### config.mk
export PLATFORM = sky130hd
export DESIGN_NAME = pipe_hazard_ctrl
export DESIGN_NICKNAME = d
export VERILOG_FILES = /design/src/rtl/pipe_hazard_ctrl.sv
export SDC_FILE = /design/constraint.sdc
export NUM_CORES = 1
export LEC_CHECK = 0
export CORE_MARGIN = 2
export CORE_UTILIZATION = 31
export CTS_CLUSTER_DIAMETER = 80
export DETAILED_ROUTE_END_ITERATION = 10
export PLACE_DENSITY = 0.75
export SYNTH_ARGS = -nofsm -noshare
export SYNTH_HDL_FRONTEND = slang
export SYNTH_SLANG_ARGS = --single-unit
### constraint.sdc
create_clock -name clk -period 2.14 [get_ports clk]
set_input_delay 0.214 -clock clk [delete_from_list [all_inputs] [get_ports clk]]
set_output_delay 0.214 -clock clk [all_outputs]
set_load 0.02 [all_outputs]
### src/rtl/pipe_hazard_ctrl.sv
// rtl/pipe_hazard_ctrl.sv - stall/flush/sequencing controller for the 5-stage pipeline; optional stall counter under HAZ_PERF_CNT_EN
module pipe_hazard_ctrl #(
  parameter int MUL_LAT = 4,
  parameter int CNT_W   = 16
) (
  input  logic             clk,
  input  logic             reset,
  input  logic             id_valid,
  input  logic [4:0]       id_rn,
  input  logic [4:0]       id_rm,
  input  logic             id_uses_rn,
  input  logic             id_uses_rm,
  input  logic             br_taken,
  input  logic             ex_valid,
  input  logic [4:0]       ex_rd,
  input  logic             ex_memread,
  input  logic             ex_is_mul,
  output logic             pc_en,
  output logic             ifid_en,
  output logic             idex_en,
  output logic             idex_bubble,
  output logic             exmem_bubble,
  output logic             ifid_flush,
  output logic             mul_busy,
  output logic [CNT_W-1:0] stall_cnt
);

  // The first frozen cycle happens in RUN, so the counter only has to cover the rest.
  localparam int          RELOAD_I   = (MUL_LAT > 1) ? (MUL_LAT - 2) : 0;
  localparam logic [3:0]  MUL_RELOAD = RELOAD_I[3:0];
  localparam logic        MUL_MULTI  = (MUL_LAT > 1);

  typedef enum logic {RUN, MUL_WAIT} state_t;

  state_t     state_q, state_d;
  logic [3:0] cnt_q, cnt_d;

  logic ld_haz;
  logic mul_start;
  logic freeze;

  // Hazard detection; XZR is never a real producer so it cannot cause a stall.
  always_comb begin
    ld_haz = ex_valid & ex_memread & (ex_rd != 5'd31) & id_valid &
             ((id_uses_rn & (id_rn == ex_rd)) | (id_uses_rm & (id_rm == ex_rd)));
    mul_start = (state_q == RUN) & ex_valid & ex_is_mul & MUL_MULTI;
    freeze    = mul_start | ((state_q == MUL_WAIT) & (cnt_q != 4'd0));
  end

  // State and multiply down-counter registers.
  always_ff @(posedge clk) begin
    if (!reset) begin
      state_q <= RUN;
      cnt_q   <= 4'd0;
    end else begin
      state_q <= state_d;
      cnt_q   <= cnt_d;
    end
  end

  // Next state plus stage controls; freeze outranks load-use, which outranks branch flush.
  always_comb begin
    state_d      = state_q;
    cnt_d        = cnt_q;
    pc_en        = 1'b1;
    ifid_en      = 1'b1;
    idex_en      = 1'b1;
    idex_bubble  = 1'b0;
    exmem_bubble = 1'b0;
    ifid_flush   = 1'b0;
    mul_busy     = (state_q == MUL_WAIT);

    case (state_q)
      RUN: begin
        if (mul_start) begin
          state_d = MUL_WAIT;
          cnt_d   = MUL_RELOAD;
        end
      end
      MUL_WAIT: begin
        if (cnt_q != 4'd0) begin
          cnt_d = cnt_q - 4'd1;
        end else begin
          // Release cycle: the multiply moves on to MEM and is not re-triggered.
          state_d = RUN;
        end
      end
      default: begin
        state_d = RUN;
        cnt_d   = 4'd0;
      end
    endcase

    if (freeze) begin
      pc_en        = 1'b0;
      ifid_en      = 1'b0;
      idex_en      = 1'b0;
      exmem_bubble = 1'b1;
    end else if (ld_haz) begin
      pc_en       = 1'b0;
      ifid_en     = 1'b0;
      idex_bubble = 1'b1;
    end else if (br_taken & id_valid) begin
      ifid_flush = 1'b1;
    end
  end

`ifdef HAZ_PERF_CNT_EN
  logic [CNT_W-1:0] stall_cnt_q;

  // Saturating count of cycles in which the PC was held.
  always_ff @(posedge clk) begin
    if (!reset) begin
      stall_cnt_q <= '0;
    end else if (!pc_en && (stall_cnt_q != {CNT_W{1'b1}})) begin
      stall_cnt_q <= stall_cnt_q + 1'b1;
    end
  end

  assign stall_cnt = stall_cnt_q;
`else
  assign stall_cnt = '0;
`endif

endmodule

==> results of run 1 <==
==> metal layers <==
layer | routed length [um] | up-vias
met5 | 0 | -
met4 | 6 | 0
li1 | - | 277
met1 | 639 | 251
met2 | 730 | 17
met3 | 62 | 2
==> synth_stat cells <==
cell | number | area [sq um]
buf_4 | 17 | 127.6
xnor2_1 | 10 | 87.58
dfxtp_1 | 5 | 100.1
nand2_1 | 4 | 15.01
nand3_1 | 4 | 20.02
a21oi_1 | 3 | 15.01
inv_1 | 3 | 11.26
nand4_1 | 2 | 12.51
a21bo_4 | 1 | 16.27
a21boi_1 | 1 | 7.510
a21oi_2 | 1 | 8.760
a31oi_1 | 1 | 6.260
and2_2 | 1 | 7.510
and3_1 | 1 | 6.260
and3_2 | 1 | 7.510
clkinv_4 | 1 | 8.760
conb_1 | 1 | 3.750
ha_1 | 1 | 12.51
nand3b_1 | 1 | 7.510
nand3b_4 | 1 | 20.02
nor3_1 | 1 | 5.000
o211a_1 | 1 | 10.01
o21ai_1 | 1 | 5.000
o22ai_1 | 1 | 6.260
o41ai_1 | 1 | 8.760
or3_1 | 1 | 6.260
or3b_4 | 1 | 11.26
==> final cells by class <==
type,count,share of cell area (%)
clock buffer,4,2.991
inverter,4,2.279
multi-input combinational,56,41.31
sequential,5,11.40
tap,25,3.561
timing repair buffer,38,38.46
==> per-stage QoR <==
step           setup slack, ns  area (sq um)  setup TNS (ns)  hold slack (ns)
6_report               0.08426         878.3               0           0.4733
5_1_grt                0.01091         878.3               0           0.5273
4_1_cts               0.007962         897.1               0           0.4781
3_5_place_dp           -0.1301         874.6         -0.4288           0.4708
2_1_floorplan           0.1214         610.6               0           0.3474
3_3_place_gp           -0.1172         874.6         -0.3280           0.4653
==> worst max-delay path, stage by stage (launching register included) <==
cell and delay (ns):
dfxtp_1 0.30, inv_1 0.07, ha_1 0.16, or3b_4 0.40, a21bo_4 0.24, buf_4 0.15
clkdlybuf4s15_1 0.28
==> state kept, by name, indices dropped and copies added, names as in the netlist <==
name / count
cnt_q: 4
mul_busy: 1
==> power breakdown <==
group / internal (W) / total (W) / switching [W]
clock network: 0.0000705 / 0.000110 / 0.0000393
logic: 0.000100 / 0.000193 / 0.0000929
registers: 0.000101 / 0.000107 / 0.00000591
total: 0.000272 / 0.000410 / 0.000138
==> kinds of logic after synthesis <==
family | after synthesis | synth area share, %
buffers and inverters | 21 | 26.64
and+or+nand+nor | 18 | 21.45
AOI/OAI and AO/OA | 11 | 15.13
xor gates and xnor gates | 10 | 15.80
DFF | 5 | 18.06
adders and majority gates | 1 | 2.257
other | 1 | 0.6766
==> worst max path at each step <==
stage	start	slack (ns)	cells after the start	to
final	cnt_q[0]	0.08	6	exmem_bubble
after global routing	cnt_q[0]	0.01	8	ifid_flush
after CTS	cnt_q[0]	0.008	7	idex_en
after detailed placement	ex_rd[4]	-0.13	7	ifid_en
after global placement	ex_rd[4]	-0.12	7	ifid_en
after floorplan	cnt_q[0]	0.12	6	pc_en
==> timing repair <==
action	in CTS	in global routing
pin swaps	0	0
gates resized for setup	15	7
setup endpoints to repair	6	6
==> reports/results.tsv, run 1 <==
metric	value	unit
run_status	complete, no violations	
start_util	32.45	%
fp.coreArea	1708	sq um
diodes	0	
wl_per_cell	10.90	um
fin_crit_sh	96.06	%
multiInputGateArea	362.8	sq um
cp_max_fo	4	
setup_viol_count_final	0	
ios	47	
dpl.hpwl	1256	um
hp-class	register to register	
mostFrequentLayoutCell	clkdlybuf4s50_1	
ant_nets	0	
clock_latency	0.24	ns
cts_htree_levels	1	
drt_iter0_markers	4	
start_kind	register	
gp_congestion	0.7672	
antenna_found_initial	0	
rrSetupSlack	0.49	ns
cts_root_buf	clkbuf_4	
power.density	466.5	nW/um^2
final_cell_count_no_fill	132	
critical_path_class	register to primary output	
firstDrtPassIters	4	
grtUsageMet3	5.098	%
final_core_util	51.43	%
wl	1439	um
fmax	486.4	MHz
slew_violations	0	
r2r_end	cnt_q[2]	
worstHoldEndpoint	cnt_q[3]	
numCtsBuffers	3	
synth_area	554.3	sq um
clockBufferDepth	2	
yosys_warnings	0	
numPortBuffers	30	
worst_setup_path_end_kind	primary output	
grtUsageMet2	25.28	%
vias_per_cell	4.144	
grt_use_met1	19.81	%
fill_cells	158	
synth.distinct_cells	27	
rsz0062_at_grt	no	
cts_tree	done	
clk_pin_slew	0.04	ns
finClkSkew	0.002631	ns
place_inst	128	
nets	133	
area_growth	58.46	%
die_width	46.29	um
route.detailed.drc	0	
core.rowCount	15	
seq_area	100.1	sq um
post_cts_buffers	0	
grt_pass1_vias	541	
grt_max_degree	6	
min_delay_path_depth	2	
grt_pass1_wl	2387	um
final_cell_mix	clkdlybuf4s50_1 (24), conb_1 (16), xnor2_1 (10)	
hold_viol	0	
hold_buffers	0	
die_h	46.29	um
cp.arrival	1.84	ns
dieArea	2142	sq um
grtUsageTotal	16.11	%
cts.sink_count	5	
max-vdd-ir-drop	0.2997	mV
cap_violations	0	
synth-seq-area-share	18.06	%
holdCritStartpoint	cnt_q[3]	
power	0.0004098	W
final_layout_size_suffix_gt1_share	21.50	%
synth_seq_cells	5	
reg2reg_depth	8	
overflow	0	
num_vias	547	
period_needed	2.056	ns
r2r_start	cnt_q[0]	
grt-busiest-layer	met2	
p_leak	0.3929	nW
syn_inst	67	
critPathRequiredTime	1.93	ns
avgSynthCellArea	8.273	sq um
(Power assumes the default switching activity.)
==> run 2: changes to the inputs <==
--- a/config.mk
+++ b/config.mk
@@ -7,6 +7,7 @@
 export LEC_CHECK = 0
 export CORE_MARGIN = 2
 export CORE_UTILIZATION = 31
+export CTS_BUF_LIST = sky130_fd_sc_hd__clkbuf_8 sky130_fd_sc_hd__clkbuf_16
 export CTS_CLUSTER_DIAMETER = 80
 export DETAILED_ROUTE_END_ITERATION = 10
 export PLACE_DENSITY = 0.75
==> run 2 against run 1 <==
Against the previous run:
- utilization up 1.2 points
- sequential cell count unchanged
- register-to-register slack about the same
- global-route usage unchanged
- wire length down 1.2%
- die area unchanged
- count of clock-buffer cells in the layout down 1
- clock power up 54%
- critical path depth unchanged
- largest power group unchanged
==> reports/results.tsv, run 2 (synthesis gave the netlist of run 1 again) <==
metric	value	unit	change
firstDrtPassIters	3		-1
period_needed	2.064	ns	+0.008347 ns
largest_reg_flops	4		unchanged
wl_per_cell	10.77	um	-1.2%
numPortBuffers	30		unchanged
hold_buffers	0		unchanged
critPathRequiredTime	1.93	ns	about the same
grt_pass1_wl	2359	um	-1.2%
clock_latency	0.22	ns	-0.02 ns
seqPwrFrac	22.8	%	-3.2 points
cts_tree	done		
power_frac_comb	41.1	%	-6.1 points
area_growth	62.08	%	
cp.arrival	1.85	ns	about the same
power	0.0004689	W	+14%
fill_cells	155		-1.9%
die_width	46.29	um	unchanged
final_cell_mix	clkdlybuf4s50_1 (24), conb_1 (16), xnor2_1 (10)		
overflow	0		unchanged
drt_iter0_markers	2		-2
start_util	32.45	%	unchanged
run_status	complete, no violations		
die_h	46.29	um	unchanged
final_area	898.4	sq um	+2.3%
antenna_found_initial	0		unchanged
cts_root_buf	clkbuf_8		
cap_violations	0		unchanged
dieArea	2142	sq um	unchanged
min_delay_path_depth	2		unchanged
rsz0062_at_grt	no		
ant_nets	0		unchanged
grt_pass1_vias	533		-1.5%
place_area	874.6	sq um	unchanged
p_leak	0.4073	nW	+3.6%
final_layout_size_suffix_gt1_share	20.56	%	-0.93 points
regMostFlops	cnt_q		
cp_num_cells	6		unchanged
power.density	522.0	nW/um^2	+12%
cp_max_fo	4		unchanged
setup_viol_count_final	0		unchanged
num_vias	541		-1.1%
power.switching	0.0001447	W	+4.8%
diodes	0		unchanged
critical_path_class	register to primary output		
nets	133		unchanged
vias_per_cell	4.098		-1.1%
start_kind	register		
cpMaxStageDelayCell	or3b_4		
fp.coreArea	1708	sq um	unchanged
pwr-share-clk	36.1	%	+9.3 points
timing.hold.ws	0.4723	ns	-0.0009200 ns
cpPeakStageDelay	0.40	ns	about the same
hp-class	register to register		
fmax	484.5	MHz	-0.40%
setup_tns	0	ns	unchanged
cp_cell_sequence	inv_1 -> ha_1 -> or3b_4 -> a21bo_4 -> buf_4 -> dlygate4sd2_1		
intPower	0.0003242	W	+19%
hold_viol	0		unchanged
finClkSkew	0.0006991	ns	-0.001932 ns
switching_share	30.86	%	-2.8 points
max-vdd-ir-drop	0.3653	mV	+22%
grt_max_degree	6		unchanged
dpl.hpwl	1256	um	unchanged
ios	47		unchanged
fin_crit_sh	96.45	%	+0.39 points
critPathBufInv	3		unchanged
gp_congestion	0.7672		unchanged
wl	1422	um	-1.2%
cpLargestDelayFamily	buffers and inverters		
grtUsageTotal	16.11	%	unchanged
final_core_util	52.60	%	+1.2 points
mostFrequentLayoutCell	clkdlybuf4s50_1		
clockBufferDepth	2		unchanged
clk_pin_slew	0.04	ns	about the same
reg2reg_depth	8		unchanged
route.detailed.drc	0		unchanged
slew_violations	0		unchanged
numCtsBuffers	3		unchanged
core.rowCount	15		unchanged
cts.sink_count	5		unchanged
cts_htree_levels	1		unchanged
worst_setup_path_end_kind	primary output		
## run 2: cell count changes in the layout (fill, tap and decap cells not counted), sizes merged
cell	delta
inv	+1
buf	-2
dlygate4sd2	+1
## run 2: layer usage
layer	vias up	GRT usage (%)	routed length [um]	share of wire, %
li1	276	-	-	-
met1	244	19.81	633	45
met2	19	24.44	712	50
met3	2	6.275	70	4.9
met4	0	7.429	6	0.42
met5	-	0	0	0
## run 2: timing repair
action,in CTS,in global routing
buffers inserted,0,0
endpoints found under the setup margin,6,4
gates resized for setup,12,5
## run 2: final cells by class
class	count	area, sq um	share of cell area, %
clock inverters	1	3.754	0.4178
clock buffers	3	41.29	4.596
multi-input cells	56	362.8	40.39
flip-flops and latches	5	100.1	11.14
inverters	4	20.02	2.228
well taps	25	31.28	3.482
repair buffers	38	339.1	37.74
## run 2: final timing paths
kind,from,endpoint,slack (ns)
setup / recovery,cnt_q[0],exmem_bubble,0.08
setup reg to reg,cnt_q[0],cnt_q[2],0.49
hold / removal,cnt_q[3],cnt_q[3],0.47
hold reg to reg,cnt_q[3],cnt_q[3],0.47
## run 2: power by group through the flow
stage | registers, W | clock network (W) | logic (W)
floorplan | 0.000109 | 0 | 0.000124
global placement | 0.000108 | 0 | 0.000195
detailed placement | 0.000108 | 0 | 0.000200
CTS | 0.000107 | 0.000174 | 0.000196
global route | 0.000108 | 0.000181 | 0.000210
finish | 0.000107 | 0.000169 | 0.000193
## run 2: tightest hold or removal path: cells and delay by family (launching register included)
family | cells | cell delay, ns
AOI/OAI and AO/OA | 2 | 0.12
DFF | 1 | 0.31
## run 2: through the flow
stage,worst slack [ns],cells
finish,0.07591,132
global route,0.007425,132
CTS,0.01154,132
detailed placement,-0.1301,128
global placement,-0.1172,128
floorplan,0.1214,82
==> run 3: changes to the inputs <==
--- a/config.mk
+++ b/config.mk
@@ -5,12 +5,13 @@
 export SDC_FILE = /design/constraint.sdc
 export NUM_CORES = 1
 export LEC_CHECK = 0
-export CORE_MARGIN = 2
+export CORE_MARGIN = 1.5
 export CORE_UTILIZATION = 31
 export CTS_BUF_LIST = sky130_fd_sc_hd__clkbuf_8 sky130_fd_sc_hd__clkbuf_16
 export CTS_CLUSTER_DIAMETER = 80
 export DETAILED_ROUTE_END_ITERATION = 10
 export PLACE_DENSITY = 0.75
+export REMOVE_ABC_BUFFERS = 1
 export SYNTH_ARGS = -nofsm -noshare
 export SYNTH_HDL_FRONTEND = slang
 export SYNTH_SLANG_ARGS = --single-unit
==> run 3 against run 2 <==
Against the previous run:
- combinational power grew 2%
- setup slack gained 0.017 ns
- cell area grew 1.5%
- critical path depth is the same
- total power grew 1.5%
- non-clock buffer count grew 2
- largest cell class unchanged
- largest power group unchanged
==> reports/results.tsv, run 3 (synthesis gave the netlist of run 1 again) <==
metric	value	unit	change
power.density	521.8	nW/um^2	about the same
mostFrequentLayoutCell	clkdlybuf4s50_1		
overflow	0		unchanged
min_delay_path_depth	2		unchanged
r2r_start	cnt_q[0]		
cts_htree_levels	1		unchanged
grt_pass1_vias	540		+1.3%
start_kind	register		
firstDrtPassIters	4		+1
dp_slack	-0.1073	ns	+0.02275 ns
dieArea	2051	sq um	-4.3%
start_util	32.45	%	unchanged
fmax	488.4	MHz	+0.81%
wl	1332	um	-6.3%
cts_root_buf	clkbuf_8		
rsz0062_at_grt	no		
place_inst	130		+1.6%
period_needed	2.048	ns	-0.01653 ns
reg2reg_depth	8		unchanged
slew_violations	0		unchanged
finalWorstSetupSlack	0.09244	ns	+0.01653 ns
numPortBuffers	30		unchanged
cap_violations	0		unchanged
antenna_found_initial	0		unchanged
clockBufferDepth	2		unchanged
nets	135		+1.5%
setup_viol_count_final	0		unchanged
cp_max_fo	4		unchanged
worst_setup_path_end_kind	primary output		
core.rowCount	15		unchanged
max-vdd-ir-drop	0.2449	mV	-33%
cp.arrival	1.83	ns	-0.02 ns
fp.coreArea	1708	sq um	unchanged
grtUsageTotal	14.03	%	-2.1 points
ios	47		unchanged
dpl.hpwl	1199	um	-4.5%
cpPeakStageDelay	0.39	ns	about the same
route.detailed.drc	0		unchanged
die_width	45.29	um	-2.2%
cts.sink_count	5		unchanged
hold_viol	0		unchanged
ant_nets	0		unchanged
vias_per_cell	4.134		+0.87%
grt_max_degree	6		unchanged
drt_iter0_markers	14		+12
final_cell_count_no_fill	134		+1.5%
fin_crit_sh	95.68	%	-0.77 points
area_growth	64.56	%	
rrSetupSlack	0.47	ns	-0.02 ns
critPathBufInv	3		unchanged
cpLargestDelayFamily	buffers and inverters		
diodes	0		unchanged
final_core_util	53.41	%	+0.81 points
critical_path_class	register to primary output		
numCtsBuffers	3		unchanged
finClkSkew	0.0009573	ns	+0.0002582 ns
clk_pin_slew	0.04	ns	about the same
die_h	45.29	um	-2.2%
hp-class	register to register		
regMostFlops	cnt_q		
cts_tree	done		
num_vias	554		+2.4%
gp_congestion	0.7236		-5.7%
cpMaxStageDelayCell	or3b_4		
p_leak	0.4140	nW	+1.7%
worstHoldEndpoint	cnt_q[3]		
final_layout_size_suffix_gt1_share	22.94	%	+2.4 points
r2r_end	cnt_q[2]		
holdCritStartpoint	cnt_q[3]		
final_cell_mix	clkdlybuf4s50_1 (24), conb_1 (16), buf_4 (11)		
largest_reg_flops	4		unchanged
wl_per_cell	9.940	um	-7.7%
run_status	complete, no violations		
cp_cell_sequence	inv_1 -> ha_1 -> or3b_4 -> a21bo_4 -> buf_4 -> clkdlybuf4s15_1		
critPathRequiredTime	1.93	ns	about the same
grt_pass1_wl	2049	um	-13%
clock_latency	0.22	ns	about the same
## run 3: cell types whose count changed in the layout (fill, tap and decap cells not counted), sizes merged
cell         change
dlygate4sd2      -1
buf              +3
## run 3: worst max-delay path by stage
stage,startpoint,to,cells past startpoint
floorplan,cnt_q[0],ifid_en,5
global placement,cnt_q[0],ifid_flush,8
detailed placement,ex_rd[0],pc_en,7
CTS,cnt_q[0],ifid_flush,8
global route,cnt_q[0],ifid_flush,8
finish,cnt_q[0],exmem_bubble,6
## run 3: report_power, final
part	switching (W)	internal (W)	leakage, nW	total [W]
clock	0.0000503	0.000123	0.0269	0.000174
sequential	0.00000463	0.000101	0.0410	0.000106
combinational	0.0000937	0.000103	0.346	0.000197
total	0.000149	0.000327	0.414	0.000476
## run 3: what timing repair did
item                       in CTS  in global routing
cloned                          0                  0
hold buffers                    0                  0
setup endpoints to repair       6                  6
gates resized for setup        13                  8
pin swaps                       0                  0
setup buffers                   0                  0
## run 3: metrics by stage
step | total power (W) | setup TNS, ns | hold WS, ns | cell area [sq um]
6_report | 0.0004759 | 0 | 0.4800 | 912.1
5_1_grt | 0.0005024 | 0 | 0.5061 | 912.1
4_1_cts | 0.0004837 | 0 | 0.4841 | 935.9
3_5_place_dp | 0.0003113 | -0.3674 | 0.4787 | 889.6
3_3_place_gp | 0.0003067 | -0.2028 | 0.4593 | 889.6
2_1_floorplan | 0.0002087 | 0 | 0.3474 | 483.0
## run 3: routing by layer
metal  share of wire, %  routed length [um]  GRT usage, %
met1                 34                 458         14.73
met3                8.1                 108         2.800
met4                  0                   0         7.059
met2                 57                 765         26.00
met5                  0                   0             0
## run 3: area by class of cell
cell class / instances / area, sq um
clock buffers: 3 / 41.29
clock inverters: 1 / 3.754
fillers: 158 / 795.8
inverters: 4 / 20.02
multi-input cells: 56 / 362.8
flip-flops and latches: 5 / 100.1
well taps: 25 / 31.28
repair buffers: 40 / 352.8
## run 3: worst register-to-register path: cells and delay by family (launching register included)
family | cells | cell delay, ns
fa+ha+maj | 1 | 0.21
buf+inv | 3 | 0.25
flops | 1 | 0.32
compound gates | 2 | 0.29
simple gates | 2 | 0.54
==> RTL change, RTL diff (flow settings as in run 1) <==
Build with the macro `HAZ_PERF_CNT_EN` defined.
--- a/src/rtl/pipe_hazard_ctrl.sv
+++ b/src/rtl/pipe_hazard_ctrl.sv
@@ -1,3 +1,5 @@
 // rtl/pipe_hazard_ctrl.sv - stall/flush/sequencing controller for the 5-stage pipeline; optional stall counter under HAZ_PERF_CNT_EN
+`define HAZ_PERF_CNT_EN
+
 module pipe_hazard_ctrl #(
   parameter int MUL_LAT = 4,
Check against the original RTL: not equivalent (a bounded check fails within 4 cycles, from zero or initial values and one cycle with reset low).
==> RTL change against run 1 <==
Largest cell class unchanged. Synthesized cell count rose by 120%. Setup slack worse by 18 ps. First-iteration DRC count rose to 11 times the old value. Combinational power is 33% higher. Area after synthesis grew 130%. Design area rose by 120%. Routed wire length up 110%. Via count up 140%. Count of clock-buffer cells in the layout decreased by 1. Power rose by 130%. Sequential cell count is 16 higher. Critical path type unchanged. Global-route usage decreased by 1.3 points. Clock power up 140%.
==> RTL change: results (changes against run 1) <==
[min_path]
hp-start = stall_cnt[15]  ; was cnt_q[3]

[final_layout]
multi_input_area_um2 = 790  ; was 363 µm²
num-multi-input-gates = 113  ; was 56
clock_buffers = 3  ; was 4
final_layout_size_suffix_gt1_share_pct = 18.9  ; was 21.5%
largest_register_ffs = 16  ; was 4
final-nonclk-buf-share_pct = 30.1  ; was 38.5%
seq_area_um2 = 422  ; was 100 µm²
fin_nets = 233  ; was 133
final-clk-cell-share_pct = 2.40  ; was 2.99%
fillers = 387  ; was 158
inv_count = 7  ; was 4

[grt]
grt_pass1_vias = 1257  ; was 541
grt_pass1_wl_mm = 5.26  ; was 2.39 mm
met1_usage_pct = 16.3  ; was 19.8%
grt_use_met2_pct = 27.9  ; was 25.3%
track_usage_pct = 14.8  ; was 16.1%

[clock_tree]
worstSkewPairLatency_ps = 260  ; was 240 ps
root_buffer = clkbuf_8  ; was clkbuf_4
cts.clk_slew.worst_paths_ps = 80  ; was 40 ps

[route]
viasPerCell = 5.06  ; was 4.14
routed-wl-met2_mm = 1.53  ; was 730 µm
wl_met3_um = 202  ; was 62 µm
routedLengthMet1_mm = 1.29  ; was 639 µm
initialDrtViolationCount = 42  ; was 4
post_drt_wl_per_cell_um = 11.8  ; was 10.9 µm
routed_wl_mm = 3.03  ; was 1.44 mm

[placed_design]
pre_cts_ws_ps = -214  ; was -130 ps
placedCellCount = 252  ; was 128
placed_cell_area_um2 = 1870  ; was 875 µm²
dp_hpwl_mm = 2.42  ; was 1.26 mm
numPortBuffers = 46  ; was 30

[synthesis]
synth_area_per_cell_um2 = 8.58  ; was 8.27 µm²
synth_compound_area_share_pct = 16.9  ; was 15.1%
synth.mux.area_fraction_pct = 2.40  ; was 0%
synth_seq_area_share_pct = 33.6  ; was 18.1%
synth_cell_types = 42  ; was 27
synth_common_cells = 21 x dfxtp_1, 14 x nand2_1, 11 x a21oi_1, 11 x xnor2_1  ; was 17 x buf_4, 10 x xnor2_1, 5 x dfxtp_1
synth_adder_area_share_pct = 2.00  ; was 2.26%
synth_seq_cells = 21  ; was 5
synthXorXnorAreaFrac_pct = 9.09  ; was 15.8%
yosys-top-cells-area = dfxtp_1 34%, xnor2_1 7.7%, a21oi_1 4.4%, nand2_1 4.2%, or3_1 4.0%  ; was buf_4 23%, dfxtp_1 18%, xnor2_1 16%, nand3_1 3.6%, nand3b_4 3.6%

[critical_path]
cp-endpoint = ifid_flush  ; was exmem_bubble
reg2reg_slack_ps = 130  ; was 490 ps
worst_r2r_endpoint = stall_cnt[7]  ; was cnt_q[2]
cp_data_arrival_time_ps = 1860  ; was 1840 ps

[status]
status = complete, no violations  ; unchanged

[timing]
min_period_ps = 2070  ; was 2060 ps
skew_ps = 6.85  ; was 2.63 ps

[pwr]
ir_worst_vdd_mv = 0.298  ; was 0.300 mV

[RTL change: changes by cell type after synthesis, moves of 5 or more]
| cell | delta |
|---|---|
| nor2_1 | +7 |
| buf_4 | -15 |
| or3_1 | +7 |
| dfxtp_1 | +16 |
| nand2_1 | +10 |
| o21ai_1 | +5 |
| a21oi_1 | +8 |
[RTL change: power by group]
part / leakage (nW) / switching, mW / internal (mW)
Clock: 0.0255 / 0.133 / 0.130
Sequential: 0.170 / 0.00809 / 0.403
Combinational: 0.470 / 0.115 / 0.142
[RTL change: what timing repair did]
action                     4_1_cts  5_1_grt
resized for setup               18       12
setup endpoints to repair        6        8
pin swaps                        0        5
[RTL change: through the flow]
step                      utilization, %  power, mW  hold WS [ps]
after floorplan                        -      0.548           370
after global placement              47.5      0.670           489
after detailed placement            47.5      0.674           498
after CTS                           48.1      0.931           509
after global routing                48.9      0.982           552
final                               48.9      0.931           507
